[src/rtl/debounce_pkg.sv]
// Shared debounce definitions: FSM state encoding and synchronizer depth.
// Bit 1 of every state encoding equals the debounced level it represents.
package debounce_pkg;

    localparam int unsigned SYNC_DEPTH = 2;

    typedef enum logic [1:0] {
        STABLE_LOW  = 2'b00,
        WAIT_HIGH   = 2'b01,
        STABLE_HIGH = 2'b11,
        WAIT_LOW    = 2'b10
    } db_state_t;

    function automatic logic level_of(input db_state_t st);
        return (st == STABLE_HIGH) || (st == WAIT_LOW);
    endfunction

endpackage

[src/rtl/sync_2ff.sv]
// Two-flop synchronizer for a single asynchronous input; synchronous reset
// clears both stages.
module sync_2ff
    import debounce_pkg::*;
(
    input  logic CLK,
    input  logic Reset,
    input  logic async_in,
    output logic sync_out
);

    logic [SYNC_DEPTH-1:0] stages;

    always_ff @(posedge CLK) begin
        if (Reset) begin
            stages <= '0;
        end else begin
            stages <= {stages[SYNC_DEPTH-2:0], async_in};
        end
    end

    assign sync_out = stages[SYNC_DEPTH-1];

endmodule

[src/rtl/debounce_sync.sv]
// Synchronizing debouncer: D follows Din once the synchronized input holds a
// new level for STABLE_CYCLES samples. Edge pulses enabled by DEBOUNCE_PULSE_EN.
module debounce_sync
    import debounce_pkg::*;
#(
    parameter int unsigned STABLE_CYCLES = 16
) (
    input  logic CLK,
    input  logic Reset,
    input  logic Din,
    output logic D,
    output logic Rise,
    output logic Fall
);

    localparam int unsigned     CNT_W    = $clog2(STABLE_CYCLES + 1);
    localparam logic [CNT_W-1:0] CNT_LAST = CNT_W'(STABLE_CYCLES - 1);

    logic             s;
    db_state_t        state_q, state_d;
    logic [CNT_W-1:0] count_q, count_d;
    logic             d_q, d_d;

    sync_2ff u_sync (
        .CLK      (CLK),
        .Reset    (Reset),
        .async_in (Din),
        .sync_out (s)
    );

    // count holds the number of consecutive samples already seen at the new
    // level, so the sample that would make it STABLE_CYCLES toggles instead.
    always_comb begin
        state_d = state_q;
        count_d = count_q;
        case (state_q)
            STABLE_LOW: begin
                count_d = '0;
                if (s) begin
                    if (STABLE_CYCLES == 1) begin
                        state_d = STABLE_HIGH;
                    end else begin
                        state_d = WAIT_HIGH;
                        count_d = CNT_W'(1);
                    end
                end
            end
            WAIT_HIGH: begin
                if (!s) begin
                    state_d = STABLE_LOW;
                    count_d = '0;
                end else if (count_q == CNT_LAST) begin
                    state_d = STABLE_HIGH;
                    count_d = '0;
                end else begin
                    count_d = count_q + 1'b1;
                end
            end
            STABLE_HIGH: begin
                count_d = '0;
                if (!s) begin
                    if (STABLE_CYCLES == 1) begin
                        state_d = STABLE_LOW;
                    end else begin
                        state_d = WAIT_LOW;
                        count_d = CNT_W'(1);
                    end
                end
            end
            WAIT_LOW: begin
                if (s) begin
                    state_d = STABLE_HIGH;
                    count_d = '0;
                end else if (count_q == CNT_LAST) begin
                    state_d = STABLE_LOW;
                    count_d = '0;
                end else begin
                    count_d = count_q + 1'b1;
                end
            end
            default: begin
                state_d = STABLE_LOW;
                count_d = '0;
            end
        endcase
        d_d = level_of(state_d);
    end

    always_ff @(posedge CLK) begin
        if (Reset) begin
            state_q <= STABLE_LOW;
            count_q <= '0;
            d_q     <= 1'b0;
        end else begin
            state_q <= state_d;
            count_q <= count_d;
            d_q     <= d_d;
        end
    end

    assign D = d_q;

`ifdef DEBOUNCE_PULSE_EN
    logic rise_q, fall_q;

    always_ff @(posedge CLK) begin
        if (Reset) begin
            rise_q <= 1'b0;
            fall_q <= 1'b0;
        end else begin
            rise_q <= d_d & ~d_q;
            fall_q <= ~d_d & d_q;
        end
    end

    assign Rise = rise_q;
    assign Fall = fall_q;
`else
    assign Rise = 1'b0;
    assign Fall = 1'b0;
`endif

endmodule

[config.mk]
export PLATFORM = sky130hd
export DESIGN_NAME = debounce_sync
export DESIGN_NICKNAME = d
export VERILOG_FILES = /design/src/rtl/debounce_pkg.sv /design/src/rtl/sync_2ff.sv /design/src/rtl/debounce_sync.sv
export SDC_FILE = /design/constraint.sdc
export NUM_CORES = 1
export LEC_CHECK = 0
export ABC_AREA = 1
export CAP_MARGIN = 20
export CORE_AREA = 3 3 40 42
export DETAILED_ROUTE_END_ITERATION = 8
export DIE_AREA = 0 0 43 45
export GPL_ROUTABILITY_DRIVEN = 0
export MAX_ROUTING_LAYER = met4
export PLACE_DENSITY = 0.62
export SYNTH_ARGS = -nofsm -noshare
export SYNTH_HDL_FRONTEND = slang
export SYNTH_SLANG_ARGS = --single-unit
[constraint.sdc]
create_clock -name CLK -period 1.35 [get_ports CLK]
set_input_delay 0.27 -clock CLK [delete_from_list [all_inputs] [get_ports CLK]]
set_output_delay 0.27 -clock CLK [all_outputs]
set_load 0.02 [all_outputs]
==> flow_summary.json <==
{
  "status": "finished, final reports clean",
  "yosys.area.top_type": "dfxtp_1",
  "r2r_setup_slack_ns": 0.18,
  "layout_common_cells": "10 x dfxtp_1, 8 x inv_1, 7 x nand2_1",
  "grt_overflow": 0,
  "antenna_found_initial": 0,
  "end_kind": "register",
  "p_clk_share_pct": 36.8,
  "post_cts_resize_count": 1,
  "wire_per_inst_um": 9.55,
  "path_clk_slew_ns": 0.06,
  "dr.first_iter.drc_count": 5,
  "rr_worst_depth": 6,
  "p_seq_share_pct": 56.8,
  "yosysSeqAreaShare_pct": 44.2,
  "die_area_um2": 1940,
  "num_antenna_cells": 0,
  "synth-seq-cells": 10,
  "slowest_stage": "dfxtp_1",
  "critPathArrivalTime_ns": 1.33,
  "io_buffers": 3,
  "final_common_cell": "dfxtp_1",
  "hold_viol_final": 0,
  "period_share_pct": 86.6,
  "grt_max_degree": 6,
  "rsz0062_at_grt": "false",
  "dp_hpwl_um": 568,
  "coreArea_um2": 1280,
  "fin_tns_setup_ns": 0,
  "drc": 0,
  "power_density_nw_per_um2": 1030,
  "p_int_uw": 417,
  "p_sw_share_pct": 21.6,
  "pwr-share-comb_pct": 6.4,
  "max-cap-violations": 0,
  "fmax_mhz": 855,
  "final_antenna_net_count": 0,
  "cts_tree": "yes",
  "cpPeakStageDelay_ns": 0.36,
  "r2r-start": "count_q[0]$_SDFF_PP0_",
  "ios": 6,
  "routed_wl_um": 707,
  "clock_latency_ns": 0.26,
  "rows": 13,
  "p_sw_uw": 115,
  "cp_top_family": "flip-flops",
  "cts_buffer_depth": 2,
  "postCtsSetupRepairBufs": 0,
  "setup_viol": 0,
  "crit_path_start_kind": "register",
  "synth.avg_cell_area_um2": 8.55,
  "syn_area_um2": 453,
  "grt_pass1_wl_mm": 1.30,
  "cts-root-buf": "clkbuf_4",
  "fin_nets": 65,
  "vias": 328,
  "fin_hold_ws_ns": 0.416,
  "vias_per_cell": 4.43,
  "peakVddDrop_uv": 575,
  "crit_chain": "ha_1 -> nand3_2 -> nor2_2 -> a31oi_1 -> nand2_1 -> inv_1",
  "first_pass_iters": 4,
  "post-route-min-period_ns": 1.17,
  "hold-path-cell-count": 2,
  "grt_pass1_vias": 364,
  "r2r_end": "state_q[1]$_SDFF_PP0_",
  "hold_path_end": "u_sync.stages[1]$_SDFF_PP0_",
  "hold_class": "register to register",
  "crit_fanout": 3,
  "fin_skew_ns": 0.00400,
  "synth.distinct_cells": 23,
  "htreeDepth": 1,
  "synth_warnings": 0,
  "hp-start": "u_sync.stages[0]$_SDFF_PP0_",
  "syn_inst": 53,
  "slew_viol_final": 0,
  "start_util_pct": 35.2,
  "synth_top_area_share_pct": 44.2,
  "cp_data_required_time_ns": 1.51,
  "area_growth_pct": 14.6,
  "synth_area_leaders": "dfxtp_1 44%, inv_1 6.6%, nand2_1 5.8%",
  "hold_buffers": 0,
  "p_leak_nw": 0.226,
  "fp.dieH_um": 45,
  "critPathKind": "register to register",
  "cts_made_buffers": 3,
  "drive_gt1_share_pct": 27.1,
  "power_uw": 533,
  "worst-path-buf-inv": 1,
  "grt_use_total_pct": 9.70,
  "cts_num_sinks": 10,
  "floorplan.die.width_um": 43
}
[power groups by stage]
stage | Clock [mW] | Sequential, mW | Combinational (mW)
after floorplan | 0 | 0.309 | 0.0278
after global placement | 0 | 0.309 | 0.0341
after detailed placement | 0 | 0.309 | 0.0342
after CTS | 0.207 | 0.303 | 0.0343
after global routing | 0.220 | 0.303 | 0.0383
final | 0.196 | 0.303 | 0.0340
[per-layer routing]
layer  track usage, %  up-vias  share of wire (%)
met5                -        -                  0
met4             7.23        0                2.1
met3             2.39        2                3.3
met2             17.4        6                 53
met1             8.94      145                 41
li1                 -      175                  -
[sequential cells by signal, indices dropped and copies added, names as in the netlist]
register,count
count_q,5
state_q,2
u_sync.stages,2
D,1
[synth_stat cells]
| cell | n |
|---|---|
| dfxtp_1 | 10 |
| inv_1 | 8 |
| nand2_1 | 7 |
| nor2_1 | 4 |
| buf_4 | 3 |
| inv_2 | 2 |
| nor2_2 | 2 |
| nor3_2 | 2 |
| a21oi_1 | 1 |
| a31oi_1 | 1 |
| conb_1 | 1 |
| ha_1 | 1 |
| nand3_1 | 1 |
| nand3_2 | 1 |
| nand4_1 | 1 |
| nor3b_2 | 1 |
| nor4_2 | 1 |
| o21ai_0 | 1 |
| o21ai_1 | 1 |
| o21ai_2 | 1 |
| or2_4 | 1 |
| xnor2_1 | 1 |
| xor2_1 | 1 |
[worst register-to-register path, cell delays in order (launching register included)]
cell     delay, ns
dfxtp_1       0.36
ha_1          0.23
nand3_2       0.11
nor2_2        0.13
a31oi_1       0.11
nand2_1       0.09
inv_1         0.04
[cell families (layout without fill, tap and decap cells)]
| kind of cell | after synthesis | count (layout) | synth area share [%] |
|---|---|---|---|
| fa+ha+maj | 1 | 1 | 2.76 |
| other cells | 1 | 2 | 0.828 |
| flops | 10 | 10 | 44.2 |
| xor+xnor | 2 | 2 | 3.87 |
| simple gates | 21 | 21 | 28.5 |
| compound gates | 5 | 5 | 6.63 |
| buf+inv | 13 | 18 | 13.3 |
[stage by stage]
stage / setup slack, ns / util (%) / std cells / cell area, µm²
2_1_floorplan: 0.260 / - / 54 / 457
3_3_place_gp: 0.120 / 38.8 / 71 / 498
3_5_place_dp: 0.0966 / 38.8 / 71 / 498
4_1_cts: 0.158 / 40.4 / 74 / 519
5_1_grt: 0.0503 / 40.4 / 74 / 519
6_report: 0.181 / 40.4 / 74 / 519
[worst max path at each step]
stage / slack, ns / cells past startpoint / start / to
final: 0.18 / 6 / count_q[0]$_SDFF_PP0_ / state_q[1]$_SDFF_PP0_
after floorplan: 0.26 / 5 / count_q[0]$_SDFF_PP0_ / count_q[1]$_SDFF_PP0_
after global placement: 0.12 / 3 / Reset / count_q[1]$_SDFF_PP0_
after CTS: 0.16 / 6 / count_q[0]$_SDFF_PP0_ / state_q[1]$_SDFF_PP0_
after detailed placement: 0.1 / 3 / Reset / count_q[1]$_SDFF_PP0_
after global routing: 0.05 / 6 / count_q[0]$_SDFF_PP0_ / state_q[1]$_SDFF_PP0_
[cell type report]
class | count | area, µm²
flip-flops and latches | 10 | 200
fillers | 133 | 766
clock buffers | 3 | 22.5
repair buffers | 5 | 43.8
inverters | 10 | 37.5
well taps | 15 | 18.8
multi-input cells | 31 | 196
(Power assumes the default switching activity.)
